<file path="config.mk">
export PLATFORM = sky130hd
export DESIGN_NAME = uart_rx_mon
export DESIGN_NICKNAME = d
export VERILOG_FILES = /design/src/rtl/uart_rx_mon_pkg.sv /design/src/rtl/uart_rx_mon_ch.sv /design/src/rtl/uart_rx_mon.sv
export SDC_FILE = /design/constraint.sdc
export NUM_CORES = 1
export LEC_CHECK = 0
export CORE_UTILIZATION = 30
export CTS_BUF_LIST = sky130_fd_sc_hd__clkbuf_16
export DETAILED_ROUTE_END_ITERATION = 10
export GPL_TIMING_DRIVEN = 1
export PLACE_DENSITY_LB_ADDON = 0.08
export SKIP_LAST_GASP = 1
export SYNTH_ARGS = -nofsm -noshare
export SYNTH_HDL_FRONTEND = slang
export SYNTH_SLANG_ARGS = --single-unit
</file>
<file path="constraint.sdc">
create_clock -name clk -period 2.45 [get_ports clk]
set_input_delay 0.3675 -clock clk [delete_from_list [all_inputs] [get_ports clk]]
set_output_delay 0.3675 -clock clk [all_outputs]
set_load 0.02 [all_outputs]
</file>
<file path="src/rtl/uart_rx_mon_pkg.sv">
// Shared types for the multi-channel UART receive monitor: per-lane FSM states and the FIFO entry.
// Field widths are sized for the largest legal configuration; the top trims them to its parameters.
package uart_rx_mon_pkg;

    localparam int MAX_DATA_BITS = 8;
    localparam int MAX_CH_W      = 8;

    typedef enum logic [2:0] {
        ST_IDLE,
        ST_START,
        ST_DATA,
        ST_PARITY,
        ST_STOP
    } rx_state_t;

    typedef struct packed {
        logic [MAX_CH_W-1:0]      ch;
        logic [MAX_DATA_BITS-1:0] data;
        logic                     perr;
        logic                     ferr;
    } fifo_entry_t;

endpackage

</file>
<file path="src/rtl/uart_rx_mon_ch.sv">
// One UART RX lane: 2-flop sync, frame FSM, one-entry holding register loaded on the last stop sample.
// i_take empties the hold; a frame completing into a full, un-taken hold is dropped and flagged on o_drop.
module uart_rx_mon_ch
    import uart_rx_mon_pkg::*;
#(
    parameter int DATA_BITS    = 8,
    parameter int PARITY_EN    = 0,
    parameter int PARITY_ODD   = 0,
    parameter int STOP_BITS    = 1,
    parameter int CLKS_PER_BIT = 32
) (
    input  logic                 clk,
    input  logic                 rst,
    input  logic                 i_rx,
    input  logic                 i_take,
    output logic                 o_hold_vld,
    output logic [DATA_BITS-1:0] o_hold_data,
    output logic                 o_hold_perr,
    output logic                 o_hold_ferr,
    output logic                 o_drop
);
    localparam int            CW     = $clog2(CLKS_PER_BIT);
    localparam logic [CW-1:0] C_HALF = CW'(CLKS_PER_BIT / 2 - 1);
    localparam logic [CW-1:0] C_LAST = CW'(CLKS_PER_BIT - 1);
    localparam logic [2:0]    B_DATA = 3'(DATA_BITS - 1);
    localparam logic [2:0]    B_STOP = 3'(STOP_BITS - 1);

    logic [1:0]           r_sync;
    rx_state_t            r_state, w_state_nxt;
    logic [CW-1:0]        r_cnt, w_cnt_nxt;
    logic [2:0]           r_bit, w_bit_nxt;
    logic [DATA_BITS-1:0] r_shift, w_shift_nxt;
    logic                 r_par, w_par_nxt;
    logic                 r_ferr, w_ferr_nxt;
    logic                 w_line, w_done, w_perr_fin;
    logic                 r_hold_vld, r_hold_perr, r_hold_ferr;
    logic [DATA_BITS-1:0] r_hold_data;

    assign w_line = r_sync[1];

    always_ff @(posedge clk) begin
        if (rst) begin
            r_sync  <= 2'b11;
            r_state <= ST_IDLE;
            r_cnt   <= '0;
            r_bit   <= '0;
            r_shift <= '0;
            r_par   <= 1'b0;
            r_ferr  <= 1'b0;
        end else begin
            r_sync  <= {r_sync[0], i_rx};
            r_state <= w_state_nxt;
            r_cnt   <= w_cnt_nxt;
            r_bit   <= w_bit_nxt;
            r_shift <= w_shift_nxt;
            r_par   <= w_par_nxt;
            r_ferr  <= w_ferr_nxt;
        end
    end

    always_comb begin
        w_state_nxt = r_state;
        w_cnt_nxt   = r_cnt + 1'b1;
        w_bit_nxt   = r_bit;
        w_shift_nxt = r_shift;
        w_par_nxt   = r_par;
        w_ferr_nxt  = r_ferr;
        w_done      = 1'b0;
        case (r_state)
            ST_IDLE: begin
                w_cnt_nxt = '0;
                if (!w_line) begin
                    w_state_nxt = ST_START;
                    w_bit_nxt   = '0;
                    w_ferr_nxt  = 1'b0;
                end
            end
            ST_START: begin
                // Start bit must still be low at its centre, otherwise it was a glitch
                if (r_cnt == C_HALF) begin
                    w_cnt_nxt   = '0;
                    w_state_nxt = w_line ? ST_IDLE : ST_DATA;
                end
            end
            ST_DATA: begin
                if (r_cnt == C_LAST) begin
                    w_cnt_nxt   = '0;
                    w_shift_nxt = {w_line, r_shift[DATA_BITS-1:1]};
                    if (r_bit == B_DATA) begin
                        w_bit_nxt   = '0;
                        w_state_nxt = (PARITY_EN != 0) ? ST_PARITY : ST_STOP;
                    end else begin
                        w_bit_nxt = r_bit + 1'b1;
                    end
                end
            end
            ST_PARITY: begin
                if (r_cnt == C_LAST) begin
                    w_cnt_nxt   = '0;
                    w_par_nxt   = w_line;
                    w_state_nxt = ST_STOP;
                end
            end
            ST_STOP: begin
                if (r_cnt == C_LAST) begin
                    w_cnt_nxt  = '0;
                    w_ferr_nxt = r_ferr | ~w_line;
                    if (r_bit == B_STOP) begin
                        w_done      = 1'b1;
                        w_state_nxt = ST_IDLE;
                    end else begin
                        w_bit_nxt = r_bit + 1'b1;
                    end
                end
            end
            default: w_state_nxt = ST_IDLE;
        endcase
    end

    assign w_perr_fin = (PARITY_EN != 0) && ((^r_shift ^ r_par) != (PARITY_ODD != 0));

    // A take on the same edge frees the slot for the completing frame
    always_ff @(posedge clk) begin
        if (rst) begin
            r_hold_vld  <= 1'b0;
            r_hold_data <= '0;
            r_hold_perr <= 1'b0;
            r_hold_ferr <= 1'b0;
        end else begin
            if (i_take) begin
                r_hold_vld <= 1'b0;
            end
            if (w_done && (!r_hold_vld || i_take)) begin
                r_hold_vld  <= 1'b1;
                r_hold_data <= r_shift;
                r_hold_perr <= w_perr_fin;
                r_hold_ferr <= w_ferr_nxt;
            end
        end
    end

    assign o_drop      = w_done && r_hold_vld && !i_take;
    assign o_hold_vld  = r_hold_vld;
    assign o_hold_data = r_hold_data;
    assign o_hold_perr = r_hold_perr;
    assign o_hold_ferr = r_hold_ferr;

endmodule

</file>
<file path="src/rtl/uart_rx_mon.sv">
// Multi-channel UART RX monitor: per-lane receivers, round-robin merge into one FIFO with valid/ready output.
// Hold loaded at T reaches the FIFO at T+1; no grant while FIFO full, so lanes overrun under backpressure.
module uart_rx_mon
    import uart_rx_mon_pkg::*;
#(
    parameter int   NUM_CH       = 2,
    parameter int   DATA_BITS    = 8,
    parameter int   PARITY_EN    = 0,
    parameter int   PARITY_ODD   = 0,
    parameter int   STOP_BITS    = 1,
    parameter int   CLKS_PER_BIT = 32,
    parameter int   FIFO_DEPTH   = 8,
    localparam int  CH_W         = (NUM_CH > 1) ? $clog2(NUM_CH) : 1
) (
    input  logic                 clk,
    input  logic                 rst,
    input  logic [NUM_CH-1:0]    rx_i,
    input  logic                 clr_i,
    output logic                 m_valid_o,
    input  logic                 m_ready_i,
    output logic [DATA_BITS-1:0] m_data_o,
    output logic [CH_W-1:0]      m_ch_o,
    output logic                 m_perr_o,
    output logic                 m_ferr_o,
    output logic [NUM_CH-1:0]    overrun_o
);
    localparam int AW = $clog2(FIFO_DEPTH);

    logic [NUM_CH-1:0]    w_hold_vld, w_hold_perr, w_hold_ferr, w_drop, w_take;
    logic [DATA_BITS-1:0] w_hold_data [NUM_CH];
    logic [CH_W-1:0]      r_last, w_gnt_ch, w_idx;
    logic                 w_gnt_vld, w_push, w_pop, w_empty, w_full, w_unused_head;
    logic [AW:0]          r_wr_ptr, r_rd_ptr;
    logic [NUM_CH-1:0]    r_overrun;
    fifo_entry_t          r_mem [FIFO_DEPTH];
    fifo_entry_t          w_entry, w_head;

    for (genvar g = 0; g < NUM_CH; g++) begin : g_ch
        uart_rx_mon_ch #(
            .DATA_BITS   (DATA_BITS),
            .PARITY_EN   (PARITY_EN),
            .PARITY_ODD  (PARITY_ODD),
            .STOP_BITS   (STOP_BITS),
            .CLKS_PER_BIT(CLKS_PER_BIT)
        ) u_ch (
            .clk        (clk),
            .rst        (rst),
            .i_rx       (rx_i[g]),
            .i_take     (w_take[g]),
            .o_hold_vld (w_hold_vld[g]),
            .o_hold_data(w_hold_data[g]),
            .o_hold_perr(w_hold_perr[g]),
            .o_hold_ferr(w_hold_ferr[g]),
            .o_drop     (w_drop[g])
        );
    end

    // Search starts one past the last grant; walking downwards lets the nearest requester win
    always_comb begin
        w_gnt_vld = 1'b0;
        w_gnt_ch  = '0;
        w_idx     = '0;
        for (int i = NUM_CH; i >= 1; i--) begin
            w_idx = CH_W'((int'(r_last) + i) % NUM_CH);
            if (w_hold_vld[w_idx]) begin
                w_gnt_vld = 1'b1;
                w_gnt_ch  = w_idx;
            end
        end
    end

    assign w_empty = (r_wr_ptr == r_rd_ptr);
    assign w_full  = (r_wr_ptr[AW] != r_rd_ptr[AW]) && (r_wr_ptr[AW-1:0] == r_rd_ptr[AW-1:0]);
    assign w_push  = w_gnt_vld && !w_full;
    assign w_pop   = m_valid_o && m_ready_i;
    assign w_take  = w_push ? (NUM_CH'(1) << w_gnt_ch) : '0;

    always_comb begin
        w_entry      = '0;
        w_entry.ch   = MAX_CH_W'(w_gnt_ch);
        w_entry.data = MAX_DATA_BITS'(w_hold_data[w_gnt_ch]);
        w_entry.perr = w_hold_perr[w_gnt_ch];
        w_entry.ferr = w_hold_ferr[w_gnt_ch];
    end

    always_ff @(posedge clk) begin
        if (rst) begin
            r_wr_ptr  <= '0;
            r_rd_ptr  <= '0;
            r_last    <= '0;
            r_overrun <= '0;
        end else begin
            if (w_push) begin
                r_wr_ptr <= r_wr_ptr + 1'b1;
                r_last   <= w_gnt_ch;
            end
            if (w_pop) begin
                r_rd_ptr <= r_rd_ptr + 1'b1;
            end
            // A drop on the clearing edge keeps its flag
            r_overrun <= (r_overrun & {NUM_CH{~clr_i}}) | w_drop;
        end
    end

    always_ff @(posedge clk) begin
        if (w_push) begin
            r_mem[r_wr_ptr[AW-1:0]] <= w_entry;
        end
    end

    assign w_head        = r_mem[r_rd_ptr[AW-1:0]];
    assign w_unused_head = ^w_head;

    assign m_valid_o = !w_empty;
    assign m_data_o  = m_valid_o ? w_head.data[DATA_BITS-1:0] : '0;
    assign m_ch_o    = m_valid_o ? w_head.ch[CH_W-1:0] : '0;
    assign m_perr_o  = m_valid_o && w_head.perr;
    assign m_ferr_o  = m_valid_o && w_head.ferr;
    assign overrun_o = r_overrun;

endmodule

</file>
==> metrics.txt, run 1 <==
first drt pass iteration count=4; final core utilization=36.4%; Buf+Inv Stages, Crit Path=4; first-pass GRT wire length=23400 microns; largest net degree at the start of global routing=42; Synthesis Warnings=0; Die W=roughly 150 microns; Clock Tree Buf Depth=2; M1 GR Usage=16.0%; drt initial violations=187; Reg area=just under 0.004 sq mm; clk_skew=0.00935 ns; Post-Place Cells=between 800 and 900; Mapped Area=0.00690 sq mm; Final setup viols=0; core area=0.0226 sq mm; Clock Tree Root=clkbuf_16; number of global-route vias before repair=approximately 4400; Synth cell types=61; Skew-Pair Late Insertion Delay=0.42 ns; post-synth net total=593; n_diodes=0; synth top area cells=edfxtp_1 (35%), dfxtp_1 (23%), mux4_2 (6.5%); cell mode on critical path=buf_4; std cell rows=55; WL/cell=15.9 microns; pre-CTS setup slack=approximately 0.15 ns; routed vias=~4300; Yosys top cell area share=34.8%; fin. max-slew vios=0; Critical Path Fanout Max=6; Crit. End Element=output pin; port buffer count=18; Non-Filler Instances=914; Area Overhead vs Synth=19.2%; placed wire-length estimate=9590 microns; area of the die=between 0.02 and 0.025 sq mm; crit path kind=reg -> out; type of origin of the critical path=flop; vias per inst=around 4.7; fraction of layout cells with a size suffix above 1=20.8%; Die Ht=154 microns; setup TNS=0 ns; clk sinks=158; FFs w/ async S/R, synth=0%; Largest stage delay, worst path=~0.34 ns; global-route met3 utilization=2.96%; routability cong.=~0.72; worst hold path class=reg -> reg; CTS buffer count=17; sequence of cells on the critical path=xor2_2 -> buf_4 -> nor4_4 -> buf_4 -> buf_6 -> nor2_1 -> clkdlybuf4s15_1; Reg clk slew, reported paths=around 0.06 ns; DR DRC count=0; Slew @ Worst Pin=between 1 and 1.5 ns; antenna violations before repair=0; gr ovfl total=0; CP top delay family=buffers and inverters; FMAX=approximately 420 MHz; Top FF cell, synth=edfxtp_1; max cap viols=0; final wirelength=14600 microns; CTS tree=yes; peak supply drop=approximately 0.00043 V; Filler cells=2220; slowest cell on the critical path=dfxtp_1; hold_ws=between 0.4 and 0.5 ns; RSZ-0062 raised after global routing=true; min cycle time layout=between 2 and 2.5 ns; cells after synthesis=569; CP arrival=2.02 ns; Post-synth top cells=edfxtp_1 (80), dfxtp_1 (78), nand2_1 (64); Fin. Hold Viols=0; post-route setup slack=0.0674 ns; Routed Antenna Nets=0; Crit. Startpoint=r_rd_ptr[2]; HP Start=g_ch[0].u_ch.r_sync[0]; Worst Path Required=around 2.1 ns; Post-synth EDFFs=80; Initial Utilization=30.6%; area of the multi-input gates=roughly 0.0027 sq mm; Most Used Layer, Global Route=met2; Leak Pwr=2.74 nW; sequential element share of the synthesized area=57.4%; Slew headroom=30.1%; R2R Setup Slk=0.18 ns; period utilisation layout=97.3%; hold-fix buffers at CTS=0; met2 Use GR=22.4%; most frequent cell after synthesis=edfxtp_1; # nets final=640; Power Density=about 660 mW/mm^2; status=finished, final reports clean; # IOs=20; #FFs+latches synth=between 150 and 200; Mapped Avg Cell Area=12.1 sq um; GRT Resource Usage Total=a little over an eighth; reg2reg start=g_ch[1].u_ch.r_cnt[0]; H-tree levels=4; post-synth top area cell=edfxtp_1
worst paths after layout:
path                            cells after the start                  endpoint
worst max-delay path                                7               m_data_o[0]
worst max register to register                      8  g_ch[1].u_ch.o_hold_ferr
worst min register to register                      1    g_ch[0].u_ch.r_sync[1]
worst min-delay path                                1    g_ch[0].u_ch.r_sync[1]
through the flow:
stage	instance area (sq um)	total power, mW
after floorplan	6900	2.87
after global placement	7620	2.90
after detailed placement	7620	2.90
after CTS	8280	5.52
after global routing	8230	5.65
final	8230	5.45
sequential cells by signal, summed over array words and instances (netlist names), named ones only:
name,count
g_ch.u_ch.o_hold_vld,2
g_ch.u_ch.r_shift,16
overrun_o,2
g_ch.u_ch.r_sync,4
g_ch.u_ch.o_hold_data,16
g_ch.u_ch.r_state,6
g_ch.u_ch.r_cnt,10
g_ch.u_ch.r_ferr,2
g_ch.u_ch.o_hold_ferr,2
r_last,1
r_wr_ptr,4
r_rd_ptr,4
g_ch.u_ch.r_bit,6
r_mem,80
power breakdown:
part / internal [mW] / switching, mW
clock: 1.51 / 1.10
combinational: 0.0271 / 0.0533
sequential: 2.75 / 0.00781
worst reg2reg max path, delay by kind of cell (launching register included):
kind	cells	cell delay (ns)
AOI/OAI and AO/OA	1	0.16
adders and majority gates	2	0.36
muxes	1	0.29
and+or+nand+nor	2	0.77
DFF	1	0.36
buffers and inverters	2	0.22
cell usage in the layout, fill, tap and decap left out, types with 5 or more instances in the layout:
master            n
inv_6             5
clkbuf_16        17
ha_1             18
a21oi_1          19
nand3_1           5
nand4_1           6
nand2b_1          7
inv_1            25
or2_2             6
buf_2             7
clkdlybuf4s50_1   6
nor2_1           52
mux2i_1          44
o21ai_0           9
o31ai_1          10
nand2_1          64
buf_4            39
dfxtp_1          77
nor2b_1           9
nor3_1            7
mux4_2           20
edfxtp_1         80
kinds of logic (layout without fill, tap and decap cells):
| logic type | count (synthesis) | in the layout | share of synthesized area (%) |
|---|---|---|---|
| AND/OR/NAND/NOR | 183 | 183 | 12.6 |
| flip-flops | 158 | 158 | 57.4 |
| AO/OA/AOI/OAI | 72 | 72 | 7.63 |
| multiplexers | 66 | 66 | 13.3 |
| buffers and inverters | 58 | 118 | 3.68 |
| adder cells (fa/ha/maj) | 19 | 19 | 3.41 |
| XOR/XNOR | 12 | 12 | 1.85 |
| other | 1 | 1 | 0.0543 |
layout make-up:
cell class	count	area share, %
Inverter	24	1.10
Timing Repair Buffer	62	6.28
Multi-Input combinational cell	353	32.9
Clock buffer	17	5.17
Tap cell	285	4.33
Sequential cell	158	48.2
Clock inverter	15	1.95
timing repair:
item / CTS / global route
pin swaps: 1 / 0
gates resized for setup: 31 / 16
endpoints found under the setup margin: 11 / 14
setup buffers: 1 / 0
gates cloned: 2 / 0
per-layer routing:
layer	up-vias	share of wire, %
met2	54	49
met1	2105	47
met3	10	2.7
met5	-	0
met4	0	1.1
li1	2141	-
(Power assumes the default switching activity.)
==> run 2, diff against run 1 <==
- CORE_UTILIZATION: 30 -> 55
- MAX_ROUTING_LAYER: default -> met4
==> run 2 against run 1 <==
Total power decreased by 1.3%. Sequential share of layout area increased by 1.2 points. Setup slack improved by 0.013 ns. Clock skew decreased by 0.0024 ns. Register-to-register slack got worse by 0.02 ns. Clock-buffer cell count unchanged. Routed wire length decreased by 13%. Sequential cell count unchanged. Fmax increased by 0.55%. Sequential power about the same. Critical path depth decreased by 2. Critical endpoint is now m_ch_o.
==> metrics.txt, run 2 (synthesis results as in run 1) <==
peak supply drop=0.000450 V (+3.5%); clk_skew=0.00698 ns (-0.00237 ns); Reg clk slew, reported paths=0.06 ns (about the same); routed vias=4256 (-1.3%); Largest register FFs=80 (unchanged); Fin. Hold Viols=0 (unchanged); number of global-route vias before repair=4157 (-5.2%); global-route met3 utilization=4.52% (+1.6 points); fraction of layout cells with a size suffix above 1=18.1% (-2.7 points); CTS buffer count=17 (unchanged); Leak Pwr=2.70 nW (-1.4%); Most Used Layer, Global Route=met2; core area=0.0121 sq mm (-46%); met2 Use GR=37.4% (+15 points); Area Overhead vs Synth=16.3%; Slew @ Worst Pin=1.00 ns (-0.0437 ns); placed wire-length estimate=8280 microns (-14%); final core utilization=66.3% (+30 points); vias per inst=5.41 (+15%); Clock Tree Buf Depth=2 (unchanged); # nets final=630 (-1.6%); Final setup viols=0 (unchanged); Die W=114 microns (-26%); Post-Place Cells=751 (-15%); max cap viols=0 (unchanged); port buffer count=18 (unchanged); total chip power=5.38 mW (-1.3%); first drt pass iteration count=4 (unchanged); worst r2r path cells=4 (-4); DR DRC count=0 (unchanged); Clock Tree Root=clkbuf_16; worst hold path class=in -> reg; reg2reg start=r_wr_ptr[3]; Routed Antenna Nets=0 (unchanged); Non-Filler Instances=787 (-14%); clk sinks=158 (unchanged); Crit. End Element=output pin; HP Start=rst; Critical Path Fanout Max=10 (+4); GRT Resource Usage Total=22.0% (+9.0 points); WL/cell=16.0 microns (+0.68%); # IOs=20 (unchanged); crit path kind=reg -> out; hold-fix buffers at CTS=0 (unchanged); Power Density=670 mW/mm^2 (+1.1%); Worst Path Required=2.08 ns (about the same); routability cong.=0.850 (+17%); hold path endpoint=g_ch[1].u_ch.r_state[2]; worst reg2reg endpoint=r_mem[1][2]; hold path cells=2 (+1); R2R Setup Slk=0.16 ns (-0.02 ns); std cell rows=40 (-27%); fin. max-slew vios=0 (unchanged); antenna violations before repair=0 (unchanged); CP arrival=2.00 ns (-0.02 ns); period utilisation layout=96.7% (-0.53 points); Initial Utilization=57.0% (+26 points); Die Ht=114 microns (-26%); Slew headroom=33.0% (+2.9 points); FMAX=422 MHz (+0.55%); drt initial violations=245 (+31%); CTS tree=yes; type of origin of the critical path=flop; final wirelength=12600 microns (-13%); area of the die=0.0130 sq mm (-45%); gr ovfl total=0 (unchanged); first-pass GRT wire length=20800 microns (-11%); Skew-Pair Late Insertion Delay=0.41 ns (about the same); M1 GR Usage=25.7% (+9.8 points); setup TNS=0 ns (unchanged); min cycle time layout=2.37 ns (-0.0129 ns); H-tree levels=4 (unchanged); RSZ-0062 raised after global routing=true; most frequent cells in the layout=edfxtp_1 (80), dfxtp_1 (76), nand2_1 (64); commonest non-fill, non-tap cell in the layout=edfxtp_1; status=finished, final reports clean; largest net degree at the start of global routing=39 (-7.1%); Filler cells=945 (-57%); n_diodes=0 (unchanged)
[run 2: cell count changes in the layout (fill, tap and decap cells not counted), moves of 3 or more]
cell           previous run  this run
clkinv_1                  0         3
inv_6                     5         1
dlygate4sd2_1             0         3
buf_2                     7         2
buf_4                    39        28
[run 2: what timing repair did]
| action | CTS | global route |
|---|---|---|
| pin swaps | 1 | 0 |
| setup endpoints to repair | 11 | 14 |
| cloned | 2 | 0 |
| resized for setup | 28 | 11 |
| buffers inserted | 2 | 1 |
[run 2: final cells by class]
| type | instances | area, sq um | area share, % |
|---|---|---|---|
| multi-input combinational | 353 | 2710 | 33.7 |
| inverter | 24 | 90.1 | 1.12 |
| clock inverter | 15 | 156 | 1.95 |
| timing repair buffer | 52 | 470 | 5.86 |
| tap | 168 | 210 | 2.62 |
| clock buffer | 17 | 425 | 5.30 |
| sequential | 158 | 3970 | 49.4 |
[run 2: critical path, stage by stage, from the launching register on]
cell and delay [ns]:
dfxtp_4 0.39, buf_12 0.16, mux4_2 0.53, mux2i_1 0.16, nor2_1 0.07, clkdlybuf4s15_1 0.28
[run 2: routing by layer]
layer,vias up,wire (microns)
li1,2128,-
met1,2049,5660
met2,67,6410
met3,12,412
met4,0,143
met5,-,0
[run 2: report_power, final]
group          leakage, nW  switching (mW)  internal, mW  total, mW
logic                 1.15          0.0452        0.0260     0.0712
registers             1.26          0.0108          2.76       2.77
clock network        0.293           0.966          1.58       2.55
[run 2: worst max-delay path by stage]
stage,to,slack (ns),cells past startpoint,from
2_1_floorplan,r_mem[2][0],-0.02,5,r_wr_ptr[0]
6_report,m_ch_o,0.08,5,flop
4_1_cts,m_ch_o,-0.02,5,flop
3_5_place_dp,g_ch[1].u_ch.o_hold_data[1],0.13,8,g_ch[1].u_ch.r_cnt[0]
5_1_grt,m_data_o[5],-0.002,6,r_rd_ptr[2]
3_3_place_gp,r_mem[4][8],0.19,4,r_wr_ptr[3]
[run 2: stage by stage]
step / hold WS, ns / cell area [sq um] / worst slack, ns
CTS: 0.286 / 8020 / -0.0245
global placement: 0.393 / 7380 / 0.185
finish: 0.298 / 8030 / 0.0803
global route: 0.313 / 8030 / -0.00160
floorplan: 0.389 / 6900 / -0.0167
detailed placement: 0.398 / 7380 / 0.130
